===== config.mk =====
export PLATFORM = sky130hd
export DESIGN_NAME = bcd_counter_3dig
export DESIGN_NICKNAME = d
export VERILOG_FILES = /design/src/rtl/bcd_counter_3dig.sv
export SDC_FILE = /design/constraint.sdc
export NUM_CORES = 1
export LEC_CHECK = 0
export CORE_MARGIN = 2
export CORE_UTILIZATION = 25
export DETAILED_ROUTE_END_ITERATION = 7
export HOLD_SLACK_MARGIN = 0.15
export PLACE_DENSITY = 0.43
export SYNTH_ARGS = -nofsm -noshare
export SYNTH_HDL_FRONTEND = slang
export SYNTH_SLANG_ARGS = --single-unit

===== constraint.sdc =====
create_clock -name CLK -period 4.2 [get_ports CLK]
set_input_delay 0.84 -clock CLK [delete_from_list [all_inputs] [get_ports CLK]]
set_output_delay 0.84 -clock CLK [all_outputs]
set_load 0.01 [all_outputs]

===== src/rtl/bcd_counter_3dig.sv =====
// ---------------------------------------------------------------------------
// bcd_counter_3dig
//
// Three-digit BCD up/down counter (000-999) driven by three raw push-buttons.
// Each button runs through a two-flop synchroniser, a counter-based debouncer
// and a rising-edge detector, producing a single-cycle press event. The
// events then step a registered three-digit BCD count that feeds the
// seven-segment display multiplexer downstream.
//
// Parameters
//   DEBOUNCE_CYCLES  consecutive stable samples needed to accept a new button
//                    level (default 500000 = 10 ms at 50 MHz; legal 2..2^24-1)
//
// Ports
//   CLK       in   system clock, rising edge
//   RESET     in   asynchronous, active-high reset
//   BTN_UP    in   raw button, active-high, asynchronous to CLK
//   BTN_DOWN  in   raw button, active-high, asynchronous to CLK
//   BTN_CLR   in   raw button, active-high, asynchronous to CLK
//   units     out  BCD units digit, registered
//   tens      out  BCD tens digit, registered
//   hundreds  out  BCD hundreds digit, registered
//   WRAP      out  one-cycle pulse on 999->000 or 000->999, registered
//
// Build option
//   BCD_COUNTER_SATURATE_EN  when defined, UP at 999 and DOWN at 000 are
//                            ignored and WRAP stays 0. Undefined (default)
//                            gives modulo-1000 counting with the WRAP pulse.
//
// Event priority each cycle: CLR, then UP+DOWN together (no change), then
// UP, then DOWN.
// ---------------------------------------------------------------------------
module bcd_counter_3dig #(
    parameter int DEBOUNCE_CYCLES = 500000
) (
    input  logic       CLK,
    input  logic       RESET,
    input  logic       BTN_UP,
    input  logic       BTN_DOWN,
    input  logic       BTN_CLR,
    output logic [3:0] units,
    output logic [3:0] tens,
    output logic [3:0] hundreds,
    output logic       WRAP
);

    localparam int NUM_BTNS = 3;
    localparam int UP_IDX   = 0;
    localparam int DOWN_IDX = 1;
    localparam int CLR_IDX  = 2;

    // Count value at which the accepted level flips on the next mismatching
    // sample.
    localparam logic [23:0] TERM_COUNT = 24'(DEBOUNCE_CYCLES - 1);

    logic [NUM_BTNS-1:0] btn_raw;
    logic [NUM_BTNS-1:0] press_evt;

    assign btn_raw = {BTN_CLR, BTN_DOWN, BTN_UP};

    // -----------------------------------------------------------------------
    // Per-button input path: synchroniser -> debouncer -> edge detector
    // -----------------------------------------------------------------------
    generate
        for (genvar gi = 0; gi < NUM_BTNS; gi++) begin : g_btn
            logic        sync1_reg;
            logic        sync2_reg;
            logic        stable_reg;
            logic        stable_next;
            logic        stable_d_reg;
            logic [23:0] cnt_reg;
            logic [23:0] cnt_next;

            always_ff @(posedge CLK or posedge RESET) begin
                if (RESET) begin
                    sync1_reg    <= 1'b0;
                    sync2_reg    <= 1'b0;
                    stable_reg   <= 1'b0;
                    stable_d_reg <= 1'b0;
                    cnt_reg      <= '0;
                end else begin
                    sync1_reg    <= btn_raw[gi];
                    sync2_reg    <= sync1_reg;
                    stable_reg   <= stable_next;
                    stable_d_reg <= stable_reg;
                    cnt_reg      <= cnt_next;
                end
            end

            // The debouncer judges the level that sync2 is capturing on this
            // edge, so the run of mismatching samples starts counting on the
            // same edge that sync2 updates. This puts the flip of 'stable'
            // exactly DEBOUNCE_CYCLES edges after sync1 first sampled the new
            // level, and a level must persist for DEBOUNCE_CYCLES samples to
            // be accepted. The commit additionally requires sync2 to disagree
            // with 'stable', i.e. the level has settled through both stages.
            always_comb begin
                cnt_next    = cnt_reg;
                stable_next = stable_reg;
                if (sync1_reg == stable_reg) begin
                    cnt_next = '0;
                end else if ((cnt_reg == TERM_COUNT) && (sync2_reg != stable_reg)) begin
                    stable_next = ~stable_reg;
                    cnt_next    = '0;
                end else if (cnt_reg != TERM_COUNT) begin
                    cnt_next = cnt_reg + 24'd1;
                end
            end

            // Press event: accepted level just went high. Release is ignored.
            assign press_evt[gi] = stable_reg & ~stable_d_reg;
        end
    endgenerate

    // -----------------------------------------------------------------------
    // BCD count datapath. Digit 0 = units, 1 = tens, 2 = hundreds.
    // -----------------------------------------------------------------------
    logic [2:0][3:0] dig_reg;
    logic [2:0][3:0] dig_next;
    logic [2:0][3:0] inc_dig;
    logic [2:0][3:0] dec_dig;
    logic            inc_carry;
    logic            dec_borrow;
    logic            wrap_reg;
    logic            wrap_next;

    logic            evt_up;
    logic            evt_down;
    logic            evt_clr;

    assign evt_up   = press_evt[UP_IDX];
    assign evt_down = press_evt[DOWN_IDX];
    assign evt_clr  = press_evt[CLR_IDX];

    // Ripple increment across all three digits in one cycle. A carry out of
    // the hundreds digit means the count was 999. Digits above 9 cannot be
    // produced, but are mapped onto the 9 -> 0 path so the result stays BCD.
    always_comb begin
        inc_dig   = dig_reg;
        inc_carry = 1'b1;
        for (int i = 0; i < 3; i++) begin
            if (inc_carry) begin
                if (dig_reg[i] >= 4'd9) begin
                    inc_dig[i] = 4'd0;
                end else begin
                    inc_dig[i] = dig_reg[i] + 4'd1;
                    inc_carry  = 1'b0;
                end
            end
        end
    end

    // Ripple decrement; a borrow out of the hundreds digit means the count
    // was 000. A non-BCD digit is pulled back to 9 without further borrow.
    always_comb begin
        dec_dig    = dig_reg;
        dec_borrow = 1'b1;
        for (int i = 0; i < 3; i++) begin
            if (dec_borrow) begin
                if (dig_reg[i] == 4'd0) begin
                    dec_dig[i] = 4'd9;
                end else if (dig_reg[i] > 4'd9) begin
                    dec_dig[i] = 4'd9;
                    dec_borrow = 1'b0;
                end else begin
                    dec_dig[i] = dig_reg[i] - 4'd1;
                    dec_borrow = 1'b0;
                end
            end
        end
    end

    always_comb begin
        dig_next  = dig_reg;
        wrap_next = 1'b0;
        if (evt_clr) begin
            dig_next = '0;
        end else if (evt_up && evt_down) begin
            dig_next = dig_reg;
        end else if (evt_up) begin
`ifdef BCD_COUNTER_SATURATE_EN
            if (!inc_carry) begin
                dig_next = inc_dig;
            end
`else
            dig_next  = inc_dig;
            wrap_next = inc_carry;
`endif
        end else if (evt_down) begin
`ifdef BCD_COUNTER_SATURATE_EN
            if (!dec_borrow) begin
                dig_next = dec_dig;
            end
`else
            dig_next  = dec_dig;
            wrap_next = dec_borrow;
`endif
        end
    end

    always_ff @(posedge CLK or posedge RESET) begin
        if (RESET) begin
            dig_reg  <= '0;
            wrap_reg <= 1'b0;
        end else begin
            dig_reg  <= dig_next;
            wrap_reg <= wrap_next;
        end
    end

    assign units    = dig_reg[0];
    assign tens     = dig_reg[1];
    assign hundreds = dig_reg[2];
    assign WRAP     = wrap_reg;

endmodule


[After elaboration in Yosys (flattened, before gate mapping)]
Cells that the tools add are included.
Operators by class
  reduce and logical (&&, ||, !) cells: 19
  bitwise logic cells: 12
  order comparisons: 6
  multiplexer cells: 40
  add/subtract/negate cells: 9
  equality and inequality tests: 15
Operators by type and width (count)
  $mux W24: 9
  $add A24 B1 Y24 const B: 3
  $eq A24 B19 Y1 const B: 3
  $ne A24 B19 Y1 const B: 3
  $mux W4: 13
  $mux W12: 4
  $reduce_bool A3 Y1: 6
  $mux W1: 14
  $add A4 B1 Y4 const B: 3
  $ge A4 B4 Y1 const B: 3
  $gt A4 B4 Y1 const B: 3
  $logic_not A4 Y1: 3
  $sub A4 B1 Y4 const B: 3
  $not A1 Y1: 9
  $reduce_and A2 Y1: 4
  $reduce_and A4 Y1: 2
  $ne A3 B1 Y1 const B: 2
  $logic_and A1 B1 Y1: 4
  $and A1 B1 Y1: 3
  $eq A1 B1 Y1: 3
  $ne A1 B1 Y1: 3
  $ne A2 B2 Y1 const B: 1
Storage, ports and cells
  word-level logic and storage cells: 120
  flip-flop bits (word level): 97
  input bits: 5
  output and inout port bits: 13

[Longest topological paths before layout]
  depth in word-level cells: 8
  mapped depth: 7
  depth with buffers taken out: 7

[Least setup slack after synthesis]
No wires, ideal clock.
  path kind: flip-flop to flip-flop
  start point: register dig_reg, in the netlist units[0]
  end point: register dig_reg, in the netlist tens[3]
  library setup time: 0.122 ns
  buffers on the path: 0
  data required time: 4.078 ns
  clock period less this slack: 2.135 ns
  path slack: 2.065 ns
  stages on the path, launching flop included: 7
  arrival time: 2.014 ns
  cells stage by stage: dfrtp_1 > inv_1 > ha_1 > or3b_2 > a211oi_4 > a221oi_4 > a32o_1
On the way
  longest elaborated chain between the ends: 4
  elaborated cells on any way between the ends: 7
  those cells by class: 1 x order compare; 1 x eq/ne; 2 x mux; 3 x reduce/logical
Ends and longest elaborated chain
  from (decl): RTL line 118  | logic [2:0][3:0] dig_reg;
  from (signal assigned): RTL line 206  | dig_reg <= dig_next;
  $ge A4 B4 Y1 / $logic_not A4 Y1 (equally long branches): RTL line 143, 160
  $mux W1, on equally long branches: RTL line 143, 160
  $ne A3 B1 Y1 (no line) / $reduce_bool A3 Y1 (equally long branches)
  $reduce_and A4 Y1 (no line) *
Mark *: on every way between the ends. The rest lies on a longest branch, timed or not.
A chain may end at the register's enable or synchronous reset.

[Final worst setup path]
  start point: register g_btn[2].stable_reg
  end point: register dig_reg, in the netlist tens[2]
On the way
  longest elaborated chain between the ends: 3
  elaborated cells on any way between the ends: 7
  those cells by class: 2 x eq/ne; 1 x mux; 1 x bitwise; 3 x reduce/logical
Ends and longest elaborated chain
  from (decl): RTL line 68  | logic stable_reg;
  from (signal assigned): RTL line 84  | stable_reg <= stable_next;
  $and A1 B1 Y1 *: RTL line 111  | assign press_evt[gi] = stable_reg & ~stable_d_reg;
  $ne A3 B1 Y1 (no line), or another cell as far along
  $reduce_and A4 Y1 (no line)
Marks and branches as above.

==> impl_results.md <==
* Status: finished clean
* Post-CTS Hold Fix Bufs at 0
* Worst Setup SP: g_btn[2].stable_reg
* DR vias at 4110
* First drt pass iteration count at 4
* Reg clk slew, reported paths at 70 ps
* Num CTS Buffers at 9
* WS Path Type: reg -> reg
* Cell Int Power at 1440 uW
* H-tree depth at 3
* DR WL/cell at 13.5 um
* Syn_nets at 582
* Clock Skews at 6.82 ps
* Die X-Extent at 150 um
* Maximum vdd ir drop at 0.213 mV
* Area occupied by multi-input gates at 2770 sq um
* Least-Margin Pin Slew at 933 ps
* Die ar. at 22500 sq um
* Root Driver: clkbuf_16
* Unrepaired setup endpoints after global routing: false
* Post-route minimum period at 2500 ps
* Top_reg_cell synth: dfrtp_1
* Switch Pwr at 418 uW
* DRT iter0 DRCs at 225
* Power share of the clock group at 45.6%
* Slew Limit Fails at 0
* Cell Rows at 53
* Slew margin rel. at 37.3%
* Final nets at 595
* Worst hold start: g_btn[1].sync1_reg
* Final hold violations at 0
* Max reg flops at 72
* Startpoint Class: flip-flop
* Routed vias/inst at 4.80
* First-pass GRT wire length at 19800 um
* Max_cap viols at 0
* Seq pwr share at 51.5%
* Crit path max fanout at 8
* Top cell type's share of synthesized area at 45.5%
* Routed Wire Length at 11500 um
* CP arrival at 2740 ps
* Antenna violations before repair at 0
* Combinational power share at 2.9%
* Global route total overflow at 0
* Worst reg-to-reg setup slack at 1700 ps
* Number of port buffers at 17
* Worst-case reg-to-reg path depth at 5
* Max Buffers Root-to-Sink at 2
* Count leader, synth: dfrtp_1
* Fraction of layout instances using a drive strength above 1 at 5.84%
* Clk_lat worst skew at 350 ps
* Final setup violating endpoints at 0
* Synth area leaders: dfrtp_1, nor2_1, xor2_1
* Switching share of power at 22.5%
* Number of synthesized flops with an enable pin at 0
* Final HPWL DP at 7940 um
* Avg Inst Size Synth at 9.47 sq um
* Core Footprint at 21000 sq um
* CP Capture Point: tens[2]
* Leakage power at 0.00244 uW
* FF-to-FF End: tens[2]
* Fill count at 2189
* Final setup TNS at 0 ps
* Area growth syn-to-layout at 14.0%
* Netlist cell types at 62
* Hold WC Path Type: reg -> reg
* Remaining DRCs at 0
* Overall track demand over capacity in global routing at 10.9%
* Post-synth ARST share at 100%
* YS warnings at 0
* Synth area leader: dfrtp_1
* CTS tree: done
* N_diodes at 0
* Post-CTS Setup Bufs at 0
* Reg area at 2430 sq um
* Initial core utilization at 25.4%
* Largest net degree at the start of global routing at 57
* Die Span Y at 150 um
* Start of the worst register-to-register path: g_btn[2].stable_reg
* Post-Syn Area at 5340 sq um
* Vias in the first global route at 3965
* Sequential share of the synthesized area at 45.5%
* IO Count at 18
* Commonest cells post-synth: dfrtp_1, nor2_1, nand2_1
* Fin crit share at 59.6%
* Syn Inst Count at 564
* Detail Route Antenna Nets at 0
* CTS-repair resized insts at 0
* Post-synthesis register bit count at 97
* Fin area at 6090 sq um
* CP Capture Type: flip-flop
* Fmax at 399 MHz
* Power density over the cells at 305 nW/um^2
* Placer congestion estimate at 0.764
* Post-DP Area at 5790 sq um
* Clk sink count at 97
* CP Data Required Time at 4440 ps
-- cells in the final DEF (no fill, tap or decap), drive strengths merged, types with 3 or more instances in the layout --
cell type	Yosys	routed
nand4	17	17
nand2b	6	6
nor2	92	92
xor2	35	35
or3b	4	4
clkdlybuf4s50	0	17
clkbuf	7	12
and4	10	10
nand2	41	41
clkinvlp	0	3
a211oi	5	5
or2	5	5
o21ai	16	16
xnor2	34	34
nor3	24	24
ha	13	13
inv	17	17
and3	8	8
dfrtp	97	97
nor4b	7	7
nand3	32	32
o31ai	11	11
mux2i	4	4
a21oi	15	15
o21bai	5	5
nor4	8	8
o41ai	4	4
-- through the flow --
step	setup WS, ps	hold slack [ps]	util (%)	power [uW]	instances
6_report	1700	442	29.0	1860	857
5_1_grt	1440	473	29.0	1930	857
3_5_place_dp	1730	426	27.5	1030	841
3_3_place_gp	1750	424	27.5	1030	841
2_1_floorplan	826	401	-	1010	564
4_1_cts	1700	442	29.0	1890	857
-- routing by layer --
layer | GRT usage, % | vias to the layer above | wire (um)
met4 | 4.58 | 0 | 218
met2 | 17.0 | 56 | 5290
met5 | 0 | - | 0
met3 | 1.85 | 16 | 367
met1 | 14.9 | 2006 | 5670
li1 | - | 2032 | -
-- cell families after synthesis --
group	after synthesis	share of synthesized area, %
XOR/XNOR	69	11.3
AO/OA/AOI/OAI	81	11.5
flip-flops	97	45.5
multiplexers	4	0.750
AND/OR/NAND/NOR	266	25.2
buffers and inverters	34	2.72
adder cells (fa/ha/maj)	13	3.05
-- final cells by class --
cell class	instances	share of cell area, %
well taps	275	5.65
flip-flops and latches	97	39.9
inverters	17	1.09
clock buffers	12	4.05
repair buffers	19	3.04
clock inverters	4	0.863
multi-input cells	433	45.4
-- critical path: stages, from the launching register on --
cell	delay [ps]
dfrtp_1	430
nor2b_1	730
nor2_1	350
a221oi_4	490
o31ai_1	140
a22o_1	240
-- power by group through the flow --
stage,clock network [uW],logic (uW),registers [uW]
5_1_grt,911,63.7,957
3_3_place_gp,0,57.2,973
6_report,846,54.4,956
2_1_floorplan,0,40.3,970
3_5_place_dp,0,57.2,974
4_1_cts,880,57.4,955
-- worst min-delay path by stage --
stage                               to  depth (start not counted)
finish              g_btn[1].sync2_reg                          0
global route        g_btn[1].sync2_reg                          0
CTS                 g_btn[1].sync2_reg                          0
detailed placement  g_btn[1].sync2_reg                          0
global placement    g_btn[1].sync2_reg                          0
floorplan           g_btn[2].sync2_reg                          0
Power figures use the tool's default switching activity.
